==> config.mk <==
export PLATFORM = sky130hd
export DESIGN_NAME = fnd_scan_controller
export DESIGN_NICKNAME = d
export VERILOG_FILES = /design/src/rtl/fnd_pkg.sv /design/src/rtl/bcd_font_rom.sv /design/src/rtl/fnd_scan_controller.sv
export SDC_FILE = /design/constraint.sdc
export NUM_CORES = 1
export LEC_CHECK = 0
export ABC_AREA = 1
export BUFFER_PORTS_ARGS = -buffer_cell sky130_fd_sc_hd__clkbuf_2
export CORE_ASPECT_RATIO = 1.4
export CORE_UTILIZATION = 57
export CTS_CLUSTER_SIZE = 10
export DETAILED_ROUTE_END_ITERATION = 10
export PLACE_DENSITY = 0.8
export RECOVER_POWER = 25
export SYNTH_ARGS = -nofsm -noshare
export SYNTH_HDL_FRONTEND = slang
export SYNTH_SLANG_ARGS = --single-unit
==> constraint.sdc <==
create_clock -name i_clk -period 2.3 [get_ports i_clk]
set_input_delay 0.46 -clock i_clk [delete_from_list [all_inputs] [get_ports i_clk]]
set_output_delay 0.46 -clock i_clk [all_outputs]
set_load 0.02 [all_outputs]
==> src/rtl/fnd_pkg.sv <==
// Shared constants for the FND scan controller: active-low segment fonts,
// special BCD codes and a width helper for the counters.
package fnd_pkg;

    // Fonts are {dp,g,f,e,d,c,b,a}, active-low, DP off.
    localparam logic [7:0] FONT_0    = 8'hC0;
    localparam logic [7:0] FONT_1    = 8'hF9;
    localparam logic [7:0] FONT_2    = 8'hA4;
    localparam logic [7:0] FONT_3    = 8'hB0;
    localparam logic [7:0] FONT_4    = 8'h99;
    localparam logic [7:0] FONT_5    = 8'h92;
    localparam logic [7:0] FONT_6    = 8'h82;
    localparam logic [7:0] FONT_7    = 8'hF8;
    localparam logic [7:0] FONT_8    = 8'h80;
    localparam logic [7:0] FONT_9    = 8'h90;
    localparam logic [7:0] FONT_DASH = 8'hBF;
    localparam logic [7:0] FONT_OFF  = 8'hFF;

    localparam logic [3:0] CODE_DASH = 4'd10;

    // Never returns less than 1 so degenerate counters still get a real register.
    function automatic int unsigned clog2(input int unsigned value);
        int unsigned width;
        width = 1;
        while ((32'd1 << width) < value) begin
            width++;
        end
        return width;
    endfunction

endpackage

==> src/rtl/bcd_font_rom.sv <==
// Combinational 4-bit code to active-low seven-segment pattern {g,f,e,d,c,b,a}.
module bcd_font_rom
    import fnd_pkg::*;
(
    input  logic [3:0] i_code,
    output logic [6:0] o_seg
);

    always_comb begin
        case (i_code)
            4'd0:      o_seg = FONT_0[6:0];
            4'd1:      o_seg = FONT_1[6:0];
            4'd2:      o_seg = FONT_2[6:0];
            4'd3:      o_seg = FONT_3[6:0];
            4'd4:      o_seg = FONT_4[6:0];
            4'd5:      o_seg = FONT_5[6:0];
            4'd6:      o_seg = FONT_6[6:0];
            4'd7:      o_seg = FONT_7[6:0];
            4'd8:      o_seg = FONT_8[6:0];
            4'd9:      o_seg = FONT_9[6:0];
            CODE_DASH: o_seg = FONT_DASH[6:0];
            default:   o_seg = FONT_OFF[6:0];
        endcase
    end

endmodule

==> src/rtl/fnd_scan_controller.sv <==
// Multiplexed common-anode FND scanner: prescaled round-robin digit scan with
// load-time capture, leading-zero blanking, decimal points, blinking and frame strobe.
module fnd_scan_controller
    import fnd_pkg::*;
#(
    parameter int unsigned DIGITS       = 4,
    parameter int unsigned TICK_DIV     = 100_000,
    parameter int unsigned BLINK_FRAMES = 128
) (
    input  logic                i_clk,
    input  logic                i_reset,
    input  logic [4*DIGITS-1:0] i_value,
    input  logic                i_load,
    input  logic [DIGITS-1:0]   i_dp,
    input  logic [DIGITS-1:0]   i_blink_mask,
    input  logic                i_blank_lz,
    input  logic                i_en,
    output logic [DIGITS-1:0]   o_digit,
    output logic [7:0]          o_font,
    output logic                o_frame
);

    localparam int unsigned TickW  = clog2(TICK_DIV);
    localparam int unsigned IdxW   = clog2(DIGITS);
    localparam int unsigned FrameW = clog2(BLINK_FRAMES);

    localparam logic [TickW-1:0]  TickLast  = TickW'(TICK_DIV - 1);
    localparam logic [IdxW-1:0]   IdxLast   = IdxW'(DIGITS - 1);
    localparam logic [FrameW-1:0] FrameLast = FrameW'(BLINK_FRAMES - 1);

    logic [TickW-1:0]    r_tick_cnt;
    logic [IdxW-1:0]     r_idx;
    logic [FrameW-1:0]   r_frame_cnt;
    logic                r_blink_phase;
    logic [4*DIGITS-1:0] r_value;
    logic [DIGITS-1:0]   r_dp;
    logic [DIGITS-1:0]   r_blink_mask;
    logic [DIGITS-1:0]   r_digit;
    logic [7:0]          r_font;
    logic                r_frame;

    logic                w_tick;
    logic                w_wrap;
    logic [DIGITS-1:0]   w_lz_mask;
    logic                w_zero_run;
    logic [3:0]          w_code;
    logic                w_sel_dp;
    logic                w_sel_blink;
    logic                w_sel_lz;
    logic [6:0]          w_seg;
    logic                w_suppress;
    logic [DIGITS-1:0]   w_onehot;
    logic [DIGITS-1:0]   w_digit_d;
    logic [7:0]          w_font_d;

    assign w_tick = (r_tick_cnt == TickLast);
    assign w_wrap = w_tick && (r_idx == IdxLast);

    always_ff @(posedge i_clk) begin
        if (i_reset) begin
            r_tick_cnt    <= '0;
            r_idx         <= '0;
            r_frame_cnt   <= '0;
            r_blink_phase <= 1'b0;
            r_value       <= '0;
            r_dp          <= '0;
            r_blink_mask  <= '0;
        end else begin
            r_tick_cnt <= w_tick ? '0 : r_tick_cnt + 1'b1;
            if (w_tick) begin
                r_idx <= w_wrap ? '0 : r_idx + 1'b1;
            end
            if (w_wrap) begin
                r_frame_cnt <= (r_frame_cnt == FrameLast) ? '0 : r_frame_cnt + 1'b1;
                if (r_frame_cnt == FrameLast) begin
                    r_blink_phase <= ~r_blink_phase;
                end
            end
            if (i_load) begin
                r_value      <= i_value;
                r_dp         <= i_dp;
                r_blink_mask <= i_blink_mask;
            end
        end
    end

    // Digit k is a leading zero when it and every digit above it hold zero.
    always_comb begin
        w_zero_run = 1'b1;
        w_lz_mask  = '0;
        for (int k = DIGITS - 1; k >= 1; k--) begin
            w_zero_run   = w_zero_run & (r_value[4*k +: 4] == 4'd0);
            w_lz_mask[k] = w_zero_run;
        end
    end

    always_comb begin
        w_code      = 4'd0;
        w_sel_dp    = 1'b0;
        w_sel_blink = 1'b0;
        w_sel_lz    = 1'b0;
        w_onehot    = '1;
        for (int k = 0; k < DIGITS; k++) begin
            if (r_idx == IdxW'(k)) begin
                w_code      = r_value[4*k +: 4];
                w_sel_dp    = r_dp[k];
                w_sel_blink = r_blink_mask[k];
                w_sel_lz    = w_lz_mask[k];
                w_onehot[k] = 1'b0;
            end
        end
    end

    bcd_font_rom u_font_rom (
        .i_code (w_code),
        .o_seg  (w_seg)
    );

    always_comb begin
        w_suppress = !i_en || (r_blink_phase && w_sel_blink) || (i_blank_lz && w_sel_lz);
        w_digit_d  = w_suppress ? '1 : w_onehot;
        w_font_d   = w_suppress ? FONT_OFF : {~w_sel_dp, w_seg};
    end

    always_ff @(posedge i_clk) begin
        if (i_reset) begin
            r_digit <= '1;
            r_font  <= FONT_OFF;
            r_frame <= 1'b0;
        end else begin
            r_digit <= w_digit_d;
            r_font  <= w_font_d;
            r_frame <= w_wrap;
        end
    end

    assign o_digit = r_digit;
    assign o_font  = r_font;
    assign o_frame = r_frame;

endmodule

Yosys cells after proc, flatten, opt, wreduce, memory -nomap -nowiden
Memory sizes are Yosys's and may differ from the RTL's. A register that Yosys moved wholly into a read port is not among the register bits.
Index checks and enable logic that the tools add are counted.
Operators by class
  reductions and logical operators: 13
  equality and inequality tests: 5
  bitwise logic cells: 4
  mux-type cells: 21
  add/sub/neg operators: 3
Operators by type and width (number)
  adder 17 x 1 -> 17 bit (second input constant): 1
  == test 17 bit (second input constant): 1
  2-to-1 mux 4 bit: 4
  2-to-1 mux 1 bit: 15
  logical NOT 4 bit: 3
  adder 7 x 1 -> 7 bit (second input constant): 1
  == test 7 bit (second input constant): 1
  2-to-1 mux 7 bit: 1
  == test 2 bit (second input constant): 2
  OR reduction 2 bit: 2
  logical AND 1 bit: 3
  adder 2 x 1 -> 2 bit (second input constant): 1
  bitwise AND 1 bit: 2
  == test 2 x 1 -> 1 bit (second input constant): 1
  logical NOT 2 bit: 1
  logical OR 1 bit: 2
  2-to-1 mux 2 bit: 1
  inverter 1 bit: 2
  AND reduction 2 bit: 1
  logical NOT 1 bit: 1
Word-level totals
  input port bits: 29
  flip-flop bits (word level): 64
  ROM bits: 112
  memories: 1
  word-level logic and storage cells: 57
  output and inout bits: 13
Memories
  (no name shown): words 16, width 7, rd ports 1, clocked after memory_dff 1, write ports 0, line bcd_font_rom.sv:10  | case (i_code)

Longest topological paths before layout
  word-level depth: 9
  mapped depth: 14
  depth with buffers taken out: 13

By module
A second synthesis with hierarchy kept.
Second synthesis, totals
  cells, all modules: 457
  area total of the unflattened synthesis: 3300.7 µm²
Modules (own cells, without submodules)
  fnd_scan_controller: area each 3076.7 µm², times used 1, cells each 420, seq. area each 1281.2 µm²
  bcd_font_rom: area each 224.0 µm², times used 1, cells each 37, seq. area each 0.0 µm²

Least setup slack after synthesis
No wires, ideal clock.
  kind: flip-flop to flip-flop
  from: register r_idx[1]
  to: register r_font[5] (netlist: o_font[5])
  stages on the path, launching flop included: 15
  path buffers: 1
  clock period less this slack: 1.758 ns
  arrival time: 1.635 ns
  slack: 0.542 ns
  path through: dfxtp_1 -> inv_1 -> ha_1 -> inv_2 -> buf_6 -> nand2_1 -> o211ai_1 -> nand2_1 -> o21ai_2 -> inv_2 -> ha_1 -> inv_1 -> nand3_1 -> nand3_1 -> nand3_1
Between the ends
  word-level cells in the longest chain between the ends: 9
Ends and longest elaborated chain
  start: declaration: line fnd_scan_controller.sv:32  | logic [IdxW-1:0] r_idx;
  start signal: assignment: line fnd_scan_controller.sv:71  | r_idx <= w_wrap ? '0 : r_idx + 1'b1;
  logical NOT 2 bit: line fnd_scan_controller.sv:104  | if (r_idx == IdxW'(k)) begin
  2-to-1 mux 1 bit (4 in series): line fnd_scan_controller.sv:104
  logical AND 1 bit: line fnd_scan_controller.sv:120  | w_suppress = !i_en || (r_blink_phase && w_sel_blink) || (i_blank_lz && w_sel_lz);
  logical OR 1 bit (2 in series): line fnd_scan_controller.sv:120
  OR reduction 2 bit (no source line)
  end: declaration: line fnd_scan_controller.sv:39  | logic [7:0] r_font;
Parallel ways exist; a longest one is shown, timed or not.
A chain may end at the register's enable or synchronous reset.

Final worst setup path
  from: register r_idx[0]
  to: register r_font[5] (netlist: o_font[5])
The elaborated chain is that of the path after synthesis.

==> flow_summary.yaml <==
run_status:
  outcome: "finished clean"
job:
  max-cap-violations: 0
floorplan:
  core_area_um2: 5197
  start_util: 0.5977
  dieArea_um2: 5754
  die_w_um: 64.40
  die_h_um: 89.36
  ios: 42
  rows: 31
power_and_ir_drop:
  vdd_drop_max_v: 0.0003796
  power.density_nw_per_um2: 641.3
  leakagePower_nw: 1.520
  post-layout-total-power_mw: 2.269
setup_path:
  critical_path.max_stage_delay_ps: 350
  crit_path_start_kind: "flop"
  required_ps: 2530
  path_buf_inv: 4
  crit_fanout: 9
  slowest_stage: "dfxtp_1"
  crit_path_end_kind: "flop"
  crit_start: "r_idx[0]"
  crit_path_frequent_cell: "nand3_1"
  r2r_slack_ps: 290
  rr_endpoint: "o_font[5]"
  path_class: "reg -> reg"
  critPathCapture: "o_font[5]"
  r2r-start: "r_idx[0]"
  arrival_ps: 2250
  cp_top_family: "adder cells"
  reg2regPathDepth: 12
  crit_cells: 12
  worstPathCellList: "inv_1 -> ha_1 -> inv_2 -> o211ai_1 -> nand2_1 -> o21ai_2 -> inv_2 -> ha_1 -> inv_1 -> nand3_1 -> nand3_1 -> nand3_1"
global_routing:
  grt_max_degree: 26
  grt_pass1_vias: 2606
  track_usage: 0.2501
  antenna_found_initial: 0
  gr-total-overflow: 0
  grt_pass1_wl_um: 10810
timing:
  slew_violations: 0
  finalHoldViolCount: 0
  min_period_ps: 2011
  fmax_mhz: 497.3
  tns_ps: 0
  grt_setup_unrepaired: "false"
  period_share: 0.8742
  finClkSkew_ps: 7.129
  tightest_slew_ps: 852.5
  setup_violations: 0
  relSlewSlack: 0.4317
  setup_ws_ps: 289.3
layout:
  fin_util: 0.6808
  area_delta_synth_final_pct: 13.89
  drive_gt1_frac: 0.2021
  nets: 515
  antenna_cells: 0
clock_tree:
  cts_tree: "built"
  path_clk_slew_ps: 70
  clk_latency_ps: 350
  root_buffer: "clkbuf_8"
  ctsHoldBuffers: 0
  clk_path_buf_depth: 2
  cts_num_sinks: 64
  cts.repair.resized: 0
  cts_post_setup_buffers_inserted: 0
  cts_made_buffers: 9
  cts_max_level: 3
routing:
  drc: 0
  drtIter0Drc: 138
  routedWlPerCell_um: 12.10
  vias_per_cell: 5.240
  ant_nets: 0
  finalWirelength_um: 6608
  vias: 2861
  first_pass_iters: 4
synth:
  syn_inst: 431
  synth_top_area_cell: "dfxtp_1"
  ys_seq_area_frac: 0.4124
  ys_ff_latch: 64
  synth_top_cells_by_area: "dfxtp_1, nand2_1, nor2_1"
  ys_types: 37
  netlist_area_um2: 3107
  netlist.area_leader.share: 0.4124
  syn_area_per_cell_um2: 7.208
  yosysWarningCount: 0
  syn_nets: 471
placed_design:
  gp_congestion: 0.9553
  dp_hpwl_um: 4848
  portBuffers: 41
  place_ws_ps: 324.5
min_path:
  hold_depth: 3
  min_path_type: "in -> reg"
cell usage in the layout (no fill, tap or decap), drive strengths merged:
cell type,instances
nand2,99
nor2,77
dfxtp,64
clkbuf,56
inv,41
o21ai,35
a21oi,32
nand3,29
ha,11
nor3,8
nand4,4
xor2,4
o211ai,4
buf,3
clkinv,3
nor4,2
o21a,1
xnor2,1
or2,1
a41oi,1
a22oi,1
nand3b,1
a211oi,1
clkinvlp,1
report_power, final:
part           internal, mW  switching, mW  total [mW]
logic                0.0714          0.118       0.189
registers              1.15         0.0266        1.18
clock network         0.479          0.423       0.901
total                  1.70          0.567        2.27
per-layer routing:
| metal | part of all wire | up-vias | GRT usage |
|---|---|---|---|
| li1 | - | 1484 | - |
| met1 | 0.41 | 1295 | 0.2447 |
| met2 | 0.52 | 62 | 0.4679 |
| met3 | 0.040 | 20 | 0.07908 |
| met4 | 0.027 | 0 | 0.1313 |
| met5 | 0 | - | 0 |
registers in the layout, indices dropped and copies added (netlist names), 2 cells and up:
signal        cells
r_idx             2
r_tick_cnt       17
o_digit           4
r_blink_mask      4
r_frame_cnt       7
r_dp              4
r_value          16
o_font            8
synth_stat cells (all sizes together):
cell type  instances
o21a               1
xnor2              1
nand3b             1
inv               41
clkbuf             7
a22oi              1
clkinv             2
xor2               4
dfxtp             64
nor2              77
a211oi             1
a21oi             32
nand4              4
o21ai             35
ha                11
a41oi              1
or2                1
nor4               2
buf                5
nand3             29
o211ai             4
nor3               8
nand2             99
kinds of logic after synthesis:
kind of cell    count (synthesis)  synth area share
buf+inv                        55           0.07330
xor+xnor                        5           0.01410
compound gates                 75            0.1361
fa+ha+maj                      11           0.04430
flops                          64            0.4124
simple gates                  221            0.3198
final cells by class:
type,instances,area [um^2]
clock inverter,2,12.51
tap,66,82.58
inverter,43,161.4
timing repair buffer,45,230.2
multi-input combinational,312,1598
fill,469,1659
clock buffer,14,172.7
sequential,64,1281
worst min path at each step:
stage | slack (ps) | start | endpoint
global placement | 440 | r_tick_cnt[0] | r_tick_cnt[0]
finish | 330 | i_value[15] | r_value[15]
floorplan | 420 | r_tick_cnt[0] | r_tick_cnt[0]
global route | 330 | i_value[7] | r_value[7]
detailed placement | 440 | r_tick_cnt[0] | r_tick_cnt[0]
CTS | 330 | i_value[5] | r_value[5]
tightest hold or removal path: stages:
cell      delay (ps)
clkbuf_2          70
nor2_1            40
nor2_1            80
per-stage QoR:
| stage | std cells | hold slack, ps | instance area, um^2 |
|---|---|---|---|
| 6_report | 546 | 332.6 | 3538 |
| 5_1_grt | 546 | 334.0 | 3538 |
| 4_1_cts | 546 | 325.3 | 3543 |
| 3_5_place_dp | 530 | 441.5 | 3358 |
| 3_3_place_gp | 530 | 435.6 | 3358 |
| 2_1_floorplan | 431 | 417.5 | 3107 |
(Power assumes the default switching activity.)
